[src/rtl/sipo_word_arbiter_if.sv]
// Bundle between byte requesters, the shared word packer and the word consumer.
// Handshakes: a byte moves when src_valid[i] & src_ready[i] at a rising clk edge; a word moves when out_valid & out_ready.
interface sipo_word_arbiter_if #(
   parameter int NUM_SRC = 4,
   parameter int SRC_W   = 3
);
   logic [NUM_SRC-1:0]   src_valid;
   logic [8*NUM_SRC-1:0] src_data;
   logic [NUM_SRC-1:0]   src_last;
   logic [NUM_SRC-1:0]   src_ready;
   logic                 out_valid;
   logic                 out_ready;
   logic [63:0]          out_word;
   logic [SRC_W-1:0]     out_src;
   logic [3:0]           out_bytes;
   logic                 busy;
   logic [15:0]          word_count;
   // Counter preload hook and FSM state visibility.
   logic                 cnt_load;
   logic [15:0]          cnt_load_val;
   logic [1:0]           dbg_state;

   modport master (
      output src_valid, src_data, src_last, out_ready, cnt_load, cnt_load_val,
      input  src_ready, out_valid, out_word, out_src, out_bytes, busy, word_count, dbg_state
   );

   modport slave (
      input  src_valid, src_data, src_last, out_ready, cnt_load, cnt_load_val,
      output src_ready, out_valid, out_word, out_src, out_bytes, busy, word_count, dbg_state
   );
endinterface

[src/rtl/sipo_word_arbiter.sv]
// Round-robin owner of one 64-bit byte-to-word packer; grants a requester for a whole
// word session (up to 8 bytes) and presents the tagged word on a valid/ready output.
module sipo_word_arbiter #(
   parameter int NUM_SRC = 4,
   parameter int SRC_W   = 3
) (
   input  logic               clk,
   input  logic               rst,
   sipo_word_arbiter_if.slave bus
);

   typedef enum logic [1:0] {
      IDLE    = 2'd0,
      COLLECT = 2'd1,
      OUTPUT  = 2'd2
   } state_t;

   state_t             state;
   logic [SRC_W-1:0]   grant;
   logic [SRC_W-1:0]   rr_ptr;
   logic [63:0]        word_r;
   logic [3:0]         cnt;
   logic [NUM_SRC-1:0] src_ready_r;
   logic               out_valid_r;
   logic               busy_r;
   logic [63:0]        out_word_r;
   logic [SRC_W-1:0]   out_src_r;
   logic [3:0]         out_bytes_r;
   logic [15:0]        word_count_r;

   logic               pick_found;
   logic [SRC_W-1:0]   pick_idx;
   logic [NUM_SRC-1:0] ready_nx;
   logic               g_valid;
   logic               g_last;
   logic [7:0]         g_byte;
   logic [63:0]        word_nx;

   // Descending scan so the last hit is the lowest index: hi_* wins at or above rr_ptr, lo_* is the wrap-around fallback.
   always_comb begin
      logic             hi_found;
      logic [SRC_W-1:0] hi_idx;
      logic [SRC_W-1:0] lo_idx;
      hi_found   = 1'b0;
      hi_idx     = '0;
      lo_idx     = '0;
      pick_found = 1'b0;
      for (int j = NUM_SRC - 1; j >= 0; j--) begin
         if (bus.src_valid[j]) begin
            pick_found = 1'b1;
            lo_idx     = SRC_W'(j);
            if (SRC_W'(j) >= rr_ptr) begin
               hi_found = 1'b1;
               hi_idx   = SRC_W'(j);
            end
         end
      end
      pick_idx = hi_found ? hi_idx : lo_idx;
      ready_nx = '0;
      for (int j = 0; j < NUM_SRC; j++) begin
         ready_nx[j] = (pick_idx == SRC_W'(j));
      end
   end

   always_comb begin
      g_valid = 1'b0;
      g_last  = 1'b0;
      g_byte  = 8'h00;
      for (int j = 0; j < NUM_SRC; j++) begin
         if (grant == SRC_W'(j)) begin
            g_valid = bus.src_valid[j];
            g_last  = bus.src_last[j];
            g_byte  = bus.src_data[8*j +: 8];
         end
      end
      word_nx = {word_r[55:0], g_byte};
   end

   always_ff @(posedge clk or negedge rst) begin
      if (!rst) begin
         state        <= IDLE;
         grant        <= '0;
         rr_ptr       <= '0;
         word_r       <= '0;
         cnt          <= '0;
         src_ready_r  <= '0;
         out_valid_r  <= 1'b0;
         busy_r       <= 1'b0;
         out_word_r   <= '0;
         out_src_r    <= '0;
         out_bytes_r  <= '0;
         word_count_r <= '0;
      end else begin
         case (state)
            IDLE: begin
               if (pick_found) begin
                  grant       <= pick_idx;
                  word_r      <= '0;
                  cnt         <= '0;
                  src_ready_r <= ready_nx;
                  busy_r      <= 1'b1;
                  state       <= COLLECT;
               end
            end
            COLLECT: begin
               // src_ready[grant] is already high here, so valid alone means accept.
               if (g_valid) begin
                  word_r <= word_nx;
                  cnt    <= cnt + 4'd1;
                  if (cnt == 4'd7 || g_last) begin
                     src_ready_r <= '0;
                     out_valid_r <= 1'b1;
                     out_word_r  <= word_nx;
                     out_src_r   <= grant;
                     out_bytes_r <= cnt + 4'd1;
                     state       <= OUTPUT;
                  end
               end
            end
            OUTPUT: begin
               if (bus.out_ready) begin
                  out_valid_r  <= 1'b0;
                  busy_r       <= 1'b0;
                  rr_ptr       <= (grant == SRC_W'(NUM_SRC - 1)) ? '0 : grant + SRC_W'(1);
                  word_count_r <= word_count_r + 16'd1;
                  state        <= IDLE;
               end
            end
            default: state <= IDLE;
         endcase
         if (bus.cnt_load) begin
            word_count_r <= bus.cnt_load_val;
         end
      end
   end

   assign bus.src_ready  = src_ready_r;
   assign bus.out_valid  = out_valid_r;
   assign bus.out_word   = out_word_r;
   assign bus.out_src    = out_src_r;
   assign bus.out_bytes  = out_bytes_r;
   assign bus.busy       = busy_r;
   assign bus.word_count = word_count_r;
   assign bus.dbg_state  = state;

endmodule

[src/flat_wrapper.sv]
// flat-port wrapper written by rule: the top's interface ports become plain ports
module sipo_word_arbiter_flat 
#(
   parameter int NUM_SRC = 4,
   parameter int SRC_W   = 3
)
  (clk, rst, bus_src_valid, bus_src_data, bus_src_last, bus_out_ready, bus_cnt_load, bus_cnt_load_val, bus_src_ready, bus_out_valid, bus_out_word, bus_out_src, bus_out_bytes, bus_busy, bus_word_count, bus_dbg_state);
  sipo_word_arbiter_if #(.NUM_SRC(NUM_SRC), .SRC_W(SRC_W)) bus_i ();
  input  logic clk;
  input  logic rst;
  input wire logic [$bits(bus_i.src_valid)-1:0] bus_src_valid;
  input wire logic [$bits(bus_i.src_data)-1:0] bus_src_data;
  input wire logic [$bits(bus_i.src_last)-1:0] bus_src_last;
  input wire logic [$bits(bus_i.out_ready)-1:0] bus_out_ready;
  input wire logic [$bits(bus_i.cnt_load)-1:0] bus_cnt_load;
  input wire logic [$bits(bus_i.cnt_load_val)-1:0] bus_cnt_load_val;
  output wire logic [$bits(bus_i.src_ready)-1:0] bus_src_ready;
  output wire logic [$bits(bus_i.out_valid)-1:0] bus_out_valid;
  output wire logic [$bits(bus_i.out_word)-1:0] bus_out_word;
  output wire logic [$bits(bus_i.out_src)-1:0] bus_out_src;
  output wire logic [$bits(bus_i.out_bytes)-1:0] bus_out_bytes;
  output wire logic [$bits(bus_i.busy)-1:0] bus_busy;
  output wire logic [$bits(bus_i.word_count)-1:0] bus_word_count;
  output wire logic [$bits(bus_i.dbg_state)-1:0] bus_dbg_state;
  assign bus_i.src_valid = bus_src_valid;
  assign bus_i.src_data = bus_src_data;
  assign bus_i.src_last = bus_src_last;
  assign bus_i.out_ready = bus_out_ready;
  assign bus_i.cnt_load = bus_cnt_load;
  assign bus_i.cnt_load_val = bus_cnt_load_val;
  assign bus_src_ready = bus_i.src_ready;
  assign bus_out_valid = bus_i.out_valid;
  assign bus_out_word = bus_i.out_word;
  assign bus_out_src = bus_i.out_src;
  assign bus_out_bytes = bus_i.out_bytes;
  assign bus_busy = bus_i.busy;
  assign bus_word_count = bus_i.word_count;
  assign bus_dbg_state = bus_i.dbg_state;
  sipo_word_arbiter #(.NUM_SRC(NUM_SRC), .SRC_W(SRC_W)) u_core (.clk(clk), .rst(rst), .bus(bus_i));
endmodule
[config.mk]
export PLATFORM = sky130hd
export DESIGN_NAME = sipo_word_arbiter_flat
export DESIGN_NICKNAME = d
export VERILOG_FILES = /design/src/rtl/sipo_word_arbiter_if.sv /design/src/rtl/sipo_word_arbiter.sv /design/src/flat_wrapper.sv
export SDC_FILE = /design/constraint.sdc
export NUM_CORES = 1
export LEC_CHECK = 0
export ABC_AREA = 1
export ABC_CLOCK_PERIOD_IN_PS = 1750
export BUFFER_PORTS_ARGS = -buffer_cell sky130_fd_sc_hd__buf_2
export CAP_MARGIN = 25
export CORE_ASPECT_RATIO = 0.75
export CORE_MARGIN = 5
export CORE_UTILIZATION = 30
export DETAILED_ROUTE_END_ITERATION = 10
export PLACE_DENSITY_LB_ADDON = 0.08
export SYNTH_ARGS = -nofsm -noshare
export SYNTH_HDL_FRONTEND = slang
export SYNTH_SLANG_ARGS = --single-unit
export TNS_END_PERCENT = 50
[constraint.sdc]
create_clock -name clk -period 1.75 [get_ports clk]
set_input_delay 0.175 -clock clk [delete_from_list [all_inputs] [get_ports clk]]
set_output_delay 0.175 -clock clk [all_outputs]
set_load 0.02 [all_outputs]
-- After elaboration in Yosys (flattened, before gate mapping)
Index checks and enable logic that the tools add are counted.
- word-level logic and storage cells: 112
- flip-flop bits (word level): 161
- equality and inequality tests: 13
- reduce and logical (&&, ||, !) cells: 18
- multiplexer cells: 62
- add/subtract/negate cells: 3
- $lt $le $gt $ge: 4
- operator list (cell ; number):
    $mux 56 ; 2
    $pmux 56 s2 ; 1
    $mux 16 ; 3
    $mux 8 ; 4
    $mux 3 ; 9
    $mux 1 ; 24
    $mux 4 ; 5
    $mux 2 ; 9
    $add 16x1->16 const B ; 1
    $pmux 4 s2 ; 2
    $eq 3x2->1 const B ; 4
    $reduce_and 4->1 ; 3
    $reduce_bool 2->1 ; 5
    $reduce_and 3->1 ; 3
    $eq 3x1->1 const B ; 2
    $ge 1x3->1 const A ; 2
    $ge 2x3->1 const A ; 2
    $logic_not 3->1 ; 2
    $ne 2x1->1 const B ; 3
    $pmux 2 s3 ; 1
    $reduce_and 2->1 ; 3
    $add 4x1->4 const B ; 1
    $eq 4x3->1 const B ; 1
    $pmux 1 s2 ; 2
    other kinds (6) ; 6

-- Logic depth before layout (Yosys ltp)
Gate-level depths: netlist of run 1.
- depth in word-level cells: 13
- depth in mapped cells: 14
- gate-level depth less buffers: 12

-- Worst setup path after synthesis of run 1
No wires, ideal clock.
- kind: register to register
- start: register u_core.grant[0]
- end: register u_core.out_word_r[26] (netlist: u_core.bus.out_word[26])
- setup slack: -24 ps
- path buffers: 3
- stages on the path, launching flop included: 14
- required time: 1627 ps
- data arrival time: 1651 ps
- library setup time: 123 ps
- cell sequence: dfrtp_1 inv_1 ha_1 buf_6 inv_6 nor2_2 nor2_2 nand2_2 nand2_2 nand3_4 buf_12 buf_8 nand2_2 o21ai_2
- word-level cells in the longest chain between the ends: 7
- elaborated cells on any way between the ends: 14
- classes of those cells: eq/ne (3); mux (8); reduce/logical (3)
- RTL lines (element ; line ; text):
    from (decl) ; sipo_word_arbiter.sv:19 ; logic [SRC_W-1:0] grant;
    from (signal assigned) ; sipo_word_arbiter.sv:97 ; grant <= pick_idx;
    $logic_not 3->1 ; sipo_word_arbiter.sv:70 ; if (grant == SRC_W'(j)) begin
    $mux 1 (4 in a row) ; sipo_word_arbiter.sv:70 ;
    $logic_or 1x1->1 ; sipo_word_arbiter.sv:110 ; if (cnt == 4'd7 || g_last) begin
    $reduce_and 3->1 (no source line) * ; - ;
    to (signal assigned) ; sipo_word_arbiter.sv:113 ; out_word_r <= word_nx;
    to (decl) ; sipo_word_arbiter.sv:26 ; logic [63:0] out_word_r;
Every way passes the cells marked *; elsewhere a longest branch is shown, timed or not.
A chain may end at the register's enable or synchronous reset.

-- Worst setup path after layout of run 1
- start: register u_core.grant[1]
- end: register u_core.out_word_r[29] (netlist: u_core.bus.out_word[29])
The elaborated chain is that of the path after synthesis.

==> flow_summary.ini, run 1 <==
[sta]
min_period_ps = 1810
max_freq_mhz = 553
rsz0062_at_grt = true
setup_viol = 113
finalClockSkew_ps = 11.7
relSlewSlack = 0.486
timing.final.crit_share = 1.03
slew_viol_final = 0
timing.final.ws_setup_ps = -59.9
max_slew.worst_pin.slew_ps = 770
final_hold_viol_count = 0

[power]
internal-power_mw = 12.2
powerDensity_nw_per_um2 = 2000
p_clk_frac = 0.184
p_sw_frac = 0.436
switchingPower_mw = 9.44
power_mw = 21.6
pwr-share-comb = 0.540
power_frac_seq = 0.276
p_leak_nw = 5.03
vdd_ir_drop_max_mv = 0.987

[global_routing]
grt_max_degree = 60
antenna_found_initial = 0
grt_first_pass_wirelength_um = 34400
first_global_vias = 6017
grt_overflow = 0
track_usage = 0.149

[finish]
drive_gt1_frac = 0.501
final_area_um2 = 10800
num_antenna_cells = 0
area_delta_synth_final_pct = 37.8
nNetsFinal = 1086

[clocking]
clockRootBuffer = clkbuf_16
path_clk_slew_ps = 70
cts_buffers = 17
cts_sinks = 158
cts_tree = yes
insertion_delay_ps = 430
htreeDepth = 4
clock_path_buffers = 2

[setup_path]
worst_ep_required_time_ps = 2060
crit_path_end_kind = flip-flop
reg2reg_from = u_core.grant[1]$_DFFE_PN0P_
ff2ff_path_depth = 10
rrSetupSlack_ps = -60
crit_arrival_ps = 2120
cp_max_fo = 13
critPathKind = flip-flop to flip-flop
start_kind = flip-flop
r2r-end = u_core.bus.out_word[29]$_DFFE_PN0P_

[floorplan]
io_pins = 155
rows = 51
dieHeight_um = 150
coreArea_um2 = 25800
die_w_um = 197
initial_core_util = 0.303
dieArea_um2 = 29500

[placed_design]
place_area_um2 = 9320
dp_hpwl_um = 15400
io_buffers = 153
gp_congestion = 0.758

[synthesis]
synth_top_area_frac = 0.504
netlist_instances = 795
yosys.area.top_type = dfrtp_1
yosys_register_bits = 158
avgSynthCellArea_um2 = 9.86
synth_fp_nets = 861
synth_area_um2 = 7840
ys_warn_count = 0
synth.distinct_cells = 39
ys_seq_area_frac = 0.504
synth_top_cells_by_area = dfrtp_1 (50%), o21ai_2 (10%), nand2_1 (7.2%), nand3_2 (6.0%), nand2_2 (4.1%)

[drt]
viasPerCell = 4.42
wirelength_um = 22000
wl_per_cell_um = 16.0
num_vias = 6084
first_iter_violations = 254
drc = 0
dr.pass1.iters = 7
ant_nets = 0

[min_path]
hold_path.startpoint = bus_cnt_load_val[12]
hold_path.class = input port to flip-flop
min_to = u_core.bus.word_count[12]$_DFFE_PN0P_
hold_depth = 5

[job]
maxCapViolCount = 0

[status]
status = finished with violations
failed_checks = setup timing
routing by layer:
| layer | global-route usage | routed length, um | vias to the layer above |
|---|---|---|---|
| met4 | 0.0385 | 250 | 0 |
| met3 | 0.0329 | 758 | 19 |
| met2 | 0.214 | 9510 | 93 |
| met5 | 0 | 0 | - |
| met1 | 0.225 | 11400 | 2913 |
| li1 | - | - | 3059 |
cells in the mapped netlist, drive strengths merged:
master  number
o22ai        1
conb         1
o21bai       3
o31ai        2
xnor2        6
dfrtp      158
nand4        1
a31oi        1
clkinv       1
nor2        28
clkbuf       5
buf         36
inv         84
xor2         6
nand3       71
o21ai      146
a21oi       28
o211ai       5
ha           6
nand2      204
a22o         2
cell type report:
| cell class | count | area [um2] |
|---|---|---|
| fill | 2581 | 15000 |
| sequential | 158 | 3960 |
| multi-input combinational | 513 | 3510 |
| timing repair buffer | 245 | 1960 |
| clock buffer | 21 | 460 |
| tap | 344 | 430 |
| inverter | 85 | 330 |
| clock inverter | 10 | 163 |
registers in the layout, summed over array words and instances (netlist names):
signal	count
u_core.bus.out_word	64
u_core.word_r	56
u_core.bus.word_count	16
u_core.bus.out_bytes	4
u_core.bus.src_ready	4
u_core.cnt	4
u_core.bus.dbg_state	2
u_core.bus.out_src	2
u_core.grant	2
u_core.rr_ptr	2
u_core.bus.busy	1
u_core.bus.out_valid	1
critical path, stage by stage, from the launching register on:
cell,delay (ps)
dfrtp_1,430
buf_6,140
ha_4,180
a21oi_2,150
nand2_2,80
nand2_4,120
nand3_4,130
buf_12,190
buf_12,160
nand2_2,60
o21ai_2,40
through the flow:
stage	hold WS (ps)	TNS, ps	instances	worst slack (ps)	util
3_5_place_dp	178	-6300	1309	-135	0.360
6_report	89.8	-3240	1376	-59.9	0.418
4_1_cts	67.7	-690	1363	-22.9	0.396
2_1_floorplan	-121	0	795	18.5	-
3_3_place_gp	183	-1580	1309	-39.3	0.360
5_1_grt	81.0	-14050	1376	-147	0.418
worst max path at each step:
stage,start,endpoint,slack (ps),cells past startpoint
floorplan,u_core.grant[0]$_DFFE_PN0P_,u_core.bus.out_word[26]$_DFFE_PN0P_,20,13
global placement,u_core.grant[0]$_DFFE_PN0P_,u_core.bus.src_ready[2]$_DFFE_PN0P_,-40,13
detailed placement,u_core.grant[0]$_DFFE_PN0P_,u_core.bus.src_ready[0]$_DFFE_PN0P_,-130,13
CTS,u_core.grant[1]$_DFFE_PN0P_,u_core.bus.out_word[10]$_DFFE_PN0P_,-20,10
global route,u_core.grant[1]$_DFFE_PN0P_,u_core.bus.out_word[42]$_DFFE_PN0P_,-150,10
finish,u_core.grant[1]$_DFFE_PN0P_,u_core.bus.out_word[29]$_DFFE_PN0P_,-60,10
power by group through the flow:
stage	combinational (mW)	sequential (mW)	clock (mW)
after global routing	12.7	6.14	4.27
after floorplan	5.86	6.64	0
after CTS	10.2	5.89	4.11
final	11.7	5.96	3.99
after detailed placement	9.49	5.94	0
after global placement	9.48	5.97	0
cells by family (layout without fill, tap and decap cells):
| family | count (synthesis) | in the layout | synth area share |
|---|---|---|---|
| compound gates | 188 | 188 | 0.171 |
| xor+xnor | 12 | 12 | 0.0134 |
| fa+ha+maj | 6 | 6 | 0.00957 |
| buf+inv | 126 | 361 | 0.0924 |
| flops | 158 | 158 | 0.504 |
| other cells | 1 | 1 | 0.000478 |
| simple gates | 304 | 306 | 0.209 |
layout by cell type, fill, tap and decap left out, types with 13 or more instances in the layout:
cell,count
nand2_1,126
o21ai_1,17
buf_2,152
dlygate4sd3_1,13
nand3_1,20
buf_4,38
dfrtp_1,157
nor2_1,23
nand3_2,40
nand2_2,66
inv_1,75
buf_12,18
clkbuf_16,24
o21ai_0,28
a21oi_1,24
buf_6,13
o21ai_2,101
what timing repair did:
action	CTS	global route
hold buffers	13	0
gates cloned	3	9
resized for setup	15	91
pin swaps	0	6
buffers inserted	7	4
endpoints found under the hold margin	170	0
setup endpoints to repair	127	132
Note: power is estimated with default switching activity, not from simulation.
==> inputs of run 2 (changes only) <==
CORE_UTILIZATION = 50   (was 30)
==> run 2 against run 1 <==
Net effect:
- the flow still finishes with violations (setup timing)
- worst hold slack got worse by 60 ps
- count of clock-buffer cells in the layout rose by 5
- power fell by 1.6%
- clock power fell by 7.5%
- cell count fell by 12%
- die area fell by 38%
- routed wire length fell by 7.3%
- via count rose by 2.0%
- sequential cell count did not move
- sequential share of layout area rose by 1.4 points
- sequential power barely moved
- utilization rose by 26 points
- critical path type unchanged
- largest cell class unchanged
==> flow_summary.ini, run 2 (same netlist as run 1, synthesis figures left out) <==
[setup_path]
slowest_delay_ps = 410
worst_ep_required_time_ps = 2050
cpMaxStageDelayCell = dfrtp_1
r2r-end = u_core.bus.out_word[21]$_DFFE_PN0P_
crit_path_end_kind = flip-flop
cp_common_cell = nand2_2
start_kind = flip-flop
rrSetupSlack_ps = -40
reg2reg_from = u_core.grant[1]$_DFFE_PN0P_
crit_arrival_ps = 2090
crit_start = u_core.grant[1]$_DFFE_PN0P_
cp_cell_sequence = buf_4 > ha_2 > a21oi_2 > nand2_2 > nand2_4 > nand3_4 > buf_12 > clkbuf_16 > nand2_2 > o21ai_2
cp_max_fo = 12
ff2ff_path_depth = 10
critPathKind = flip-flop to flip-flop

[sta]
timing.final.ws_setup_ps = -36.5
slew_viol_final = 0
timing.final.crit_share = 1.02
setup_viol = 84
max_slew.worst_pin.slew_ps = 556
whs_ps = 29.3
final_hold_viol_count = 0
rsz0062_at_grt = true
min_period_ps = 1790
finalClockSkew_ps = 9.35
relSlewSlack = 0.630
max_freq_mhz = 560

[power]
p_clk_frac = 0.174
vdd_ir_drop_max_mv = 1.37
powerDensity_nw_per_um2 = 2040
switchingPower_mw = 9.17
power_frac_seq = 0.281
pwr-share-comb = 0.546
p_leak_nw = 4.98
power_mw = 21.3
p_sw_frac = 0.431
internal-power_mw = 12.1

[finish]
largest_reg_flops = 64
nNetsFinal = 1062
final_util = 0.680
drive_gt1_frac = 0.486
final_common_cell = dfrtp_1
area_delta_synth_final_pct = 32.9
mostFrequentLayoutCells = dfrtp_1 (157), buf_2 (152), nand2_1 (133)
final_area_um2 = 10400
num_antenna_cells = 0

[status]
failed_checks = setup timing
status = finished with violations

[clocking]
cts_tree = yes
path_clk_slew_ps = 60
insertion_delay_ps = 420
htreeDepth = 4
clock_path_buffers = 2
cts_sinks = 158
clockRootBuffer = clkbuf_16
cts_buffers = 17

[placed_design]
gp_congestion = 0.912
place_ws_ps = -132
io_buffers = 153
place_area_um2 = 8920
dp_hpwl_um = 13400

[floorplan]
initial_core_util = 0.512
rows = 39
coreArea_um2 = 15300
dieHeight_um = 118
io_pins = 155
dieArea_um2 = 18300
die_w_um = 155

[drt]
drc = 0
num_vias = 6206
viasPerCell = 5.12
dr.pass1.iters = 5
wirelength_um = 20400
first_iter_violations = 342
wl_per_cell_um = 16.8
ant_nets = 0

[global_routing]
track_usage = 0.212
grt_max_degree = 52
grt_first_pass_wirelength_um = 31600
antenna_found_initial = 0
first_global_vias = 6110
grt_overflow = 0

[min_path]
hold_path.startpoint = bus_cnt_load_val[4]
hold_path.class = input port to flip-flop
hold_depth = 3
min_to = u_core.bus.word_count[4]$_DFFE_PN0P_

[job]
maxCapViolCount = 0
[run 2: worst max path at each step]
stage	endpoint	slack, ps	cells after the start
2_1_floorplan	u_core.bus.out_word[26]$_DFFE_PN0P_	20	13
3_3_place_gp	u_core.word_r[31]$_DFFE_PN0P_	-40	11
3_5_place_dp	u_core.word_r[44]$_DFFE_PN0P_	-130	11
4_1_cts	u_core.word_r[31]$_DFFE_PN0P_	-40	12
5_1_grt	u_core.word_r[3]$_DFFE_PN0P_	-120	12
6_report	u_core.bus.out_word[21]$_DFFE_PN0P_	-40	10
[run 2: layer usage]
| layer | vias up | share of wire | wire (um) | global-route usage |
|---|---|---|---|---|
| li1 | 2994 | - | - | - |
| met1 | 3052 | 0.46 | 9420 | 0.306 |
| met2 | 148 | 0.48 | 9690 | 0.326 |
| met3 | 12 | 0.055 | 1130 | 0.0563 |
| met4 | 0 | 0.0065 | 132 | 0.0447 |
| met5 | - | 0 | 0 | 0 |
[run 2: worst max-delay path, delay by kind of cell, from the launching register on]
kind | cells | cell delay [ps]
compound gates | 2 | 170
simple gates | 4 | 360
fa+ha+maj | 1 | 210
flops | 1 | 410
buf+inv | 3 | 520
[run 2: what timing repair did]
| item | 4_1_cts | 5_1_grt |
|---|---|---|
| setup endpoints to repair | 127 | 134 |
| endpoints found under the hold margin | 56 | 0 |
| setup buffers | 7 | 1 |
| gates cloned | 3 | 13 |
| hold buffers | 9 | 0 |
| gates resized for setup | 30 | 77 |
| pin swaps | 1 | 5 |
[run 2: final cells by class]
class	instances	area, um2
clock buffer	26	509
clock inverter	5	78.8
fill	1228	4900
inverter	85	334
multi-input combinational	511	3440
sequential	158	3960
tap	205	256
timing repair buffer	223	1850
[run 2: power groups by stage]
| stage | combinational, mW | sequential (mW) | clock, mW |
|---|---|---|---|
| 3_3_place_gp | 8.64 | 5.90 | 0 |
| 6_report | 11.6 | 5.98 | 3.69 |
| 5_1_grt | 12.5 | 6.14 | 3.93 |
| 4_1_cts | 9.71 | 5.90 | 3.74 |
| 2_1_floorplan | 5.86 | 6.64 | 0 |
| 3_5_place_dp | 8.83 | 5.92 | 0 |
[run 2: metrics by stage]
| stage | std cells | setup TNS, ps |
|---|---|---|
| final | 1213 | -1280 |
| after global routing | 1213 | -10220 |
| after CTS | 1199 | -627 |
| after global placement | 1150 | -1140 |
| after detailed placement | 1150 | -8450 |
| after floorplan | 795 | 0 |
==> inputs of run 3 (changes only) <==
PLACE_DENSITY = 0.83   (was default)
PLACE_DENSITY_LB_ADDON = default   (was 0.08)
==> run 3 against run 2 <==
Net effect:
- the flow still finishes with violations (setup timing)
- combinational power grew 3%
- cell count grew 1.1%
- first-iteration DRC count grew 42%
- power grew 1.9%
- sequential share of layout area shrank 0.28 points
- routed wire length grew 5.3%
- critical endpoint is now u_core.bus.out_word[58]$_DFFE_PN0P_
- largest cell class unchanged
- largest power group unchanged
- highest routed layer unchanged
==> flow_summary.ini, run 3 (same netlist as run 1, synthesis figures left out) <==
[setup_path]
worst_ep_required_time_ps = 2070
rrSetupSlack_ps = -130
cp_max_fo = 16
crit_path_end_kind = flip-flop
critPathKind = flip-flop to flip-flop
reg2reg_from = u_core.grant[1]$_DFFE_PN0P_
ff2ff_path_depth = 12
start_kind = flip-flop
crit_arrival_ps = 2200
r2r-end = u_core.bus.out_word[58]$_DFFE_PN0P_

[sta]
final_hold_viol_count = 0
timing.final.crit_share = 1.07
timing.final.ws_setup_ps = -131
min_period_ps = 1880
setup_viol = 113
slew_viol_final = 0
rsz0062_at_grt = true
max_freq_mhz = 532
finalClockSkew_ps = 8.02

[global_routing]
grt_first_pass_wirelength_um = 33000
antenna_found_initial = 0
track_usage = 0.224
first_global_vias = 6476
grt_overflow = 0
grt_max_degree = 48

[min_path]
hold_path.class = input port to flip-flop
hold_path.startpoint = bus_cnt_load_val[3]
hold_depth = 3
min_to = u_core.bus.word_count[3]$_DFFE_PN0P_

[floorplan]
dieHeight_um = 118
io_pins = 155
dieArea_um2 = 18300
initial_core_util = 0.512
die_w_um = 155
rows = 39
coreArea_um2 = 15300

[drt]
ant_nets = 0
first_iter_violations = 486
wirelength_um = 21500
drc = 0
num_vias = 6489
wl_per_cell_um = 17.5
dr.pass1.iters = 5
viasPerCell = 5.29

[job]
maxCapViolCount = 0

[clocking]
insertion_delay_ps = 420
clockRootBuffer = clkbuf_16
clock_path_buffers = 2
cts_tree = yes
cts_sinks = 158
htreeDepth = 4
cts_buffers = 17
path_clk_slew_ps = 60

[status]
failed_checks = setup timing
status = finished with violations

[placed_design]
place_ws_ps = -138
placed_cells = 1163
io_buffers = 153
dp_hpwl_um = 14000
gp_congestion = 0.897

[finish]
num_antenna_cells = 0
area_delta_synth_final_pct = 33.9
final_util = 0.685
final_common_cell = dfrtp_1
final_cells = 1226
largest_reg_flops = 64
mostFrequentLayoutCells = dfrtp_1 (157), buf_2 (152), nand2_1 (139)
drive_gt1_frac = 0.495
nNetsFinal = 1074
fill_cells = 1118

[power]
vdd_ir_drop_max_mv = 1.38
powerDensity_nw_per_um2 = 2070
p_leak_nw = 4.98
run 3: worst max-delay path: stages (launching register included):
cell and delay, ps:
dfrtp_1 430, buf_6 150, ha_4 180, inv_6 60, nor2_2 30, nor2_2 110, nand2_2 90, nand2_4 80
nand3_4 130, buf_4 200, clkbuf_16 190, nand2_2 70, o21ai_2 40
run 3: worst max path at each step:
stage	startpoint	end
2_1_floorplan	u_core.grant[0]$_DFFE_PN0P_	u_core.bus.out_word[26]$_DFFE_PN0P_
3_3_place_gp	u_core.grant[0]$_DFFE_PN0P_	u_core.bus.src_ready[3]$_DFFE_PN0P_
3_5_place_dp	u_core.grant[1]$_DFFE_PN0P_	u_core.word_r[25]$_DFFE_PN0P_
4_1_cts	u_core.grant[1]$_DFFE_PN0P_	u_core.bus.out_word[34]$_DFFE_PN0P_
5_1_grt	u_core.grant[1]$_DFFE_PN0P_	u_core.bus.out_word[55]$_DFFE_PN0P_
6_report	u_core.grant[1]$_DFFE_PN0P_	u_core.bus.out_word[58]$_DFFE_PN0P_
run 3: per-layer routing:
metal / wire length, um / GRT usage / vias to the layer above
met2: 10300 / 0.346 / 252
li1: - / - / 3018
met1: 9300 / 0.318 / 3180
met4: 321 / 0.0574 / 0
met3: 1560 / 0.0585 / 39
met5: 0 / 0 / -
run 3: area by class of cell:
cell class	instances	area (um2)	share of cell area
Sequential cell	158	3960	0.377
Multi-Input combinational cell	512	3510	0.335
Timing Repair Buffer	234	1850	0.176
Clock buffer	17	425	0.0405
Inverter	85	332	0.0316
Tap cell	205	256	0.0244
Clock inverter	15	165	0.0157
run 3: what timing repair did:
| action | CTS | global route |
|---|---|---|
| pin swaps | 3 | 8 |
| endpoints found under the setup margin | 127 | 133 |
| hold buffers | 10 | 0 |
| cloned | 4 | 7 |
| resized for setup | 36 | 65 |
| endpoints found under the hold margin | 51 | 0 |
| buffers inserted | 9 | 2 |
run 3: through the flow:
stage | hold slack, ps | instance area [um2] | total power, mW | setup TNS [ps]
floorplan | -121 | 7850 | 12.5 | 0
global placement | 142 | 9030 | 14.8 | -310
detailed placement | 140 | 9030 | 15.0 | -8330
CTS | 12.5 | 10000 | 20.1 | -1150
global route | 11.9 | 10500 | 22.8 | -15160
finish | 34.0 | 10500 | 21.7 | -7530
run 3: where the power goes:
group / total [mW] / internal, mW / switching (mW)
registers: 6.03 / 4.94 / 1.09
clock network: 3.72 / 2.13 / 1.59
logic: 12.0 / 4.83 / 7.12
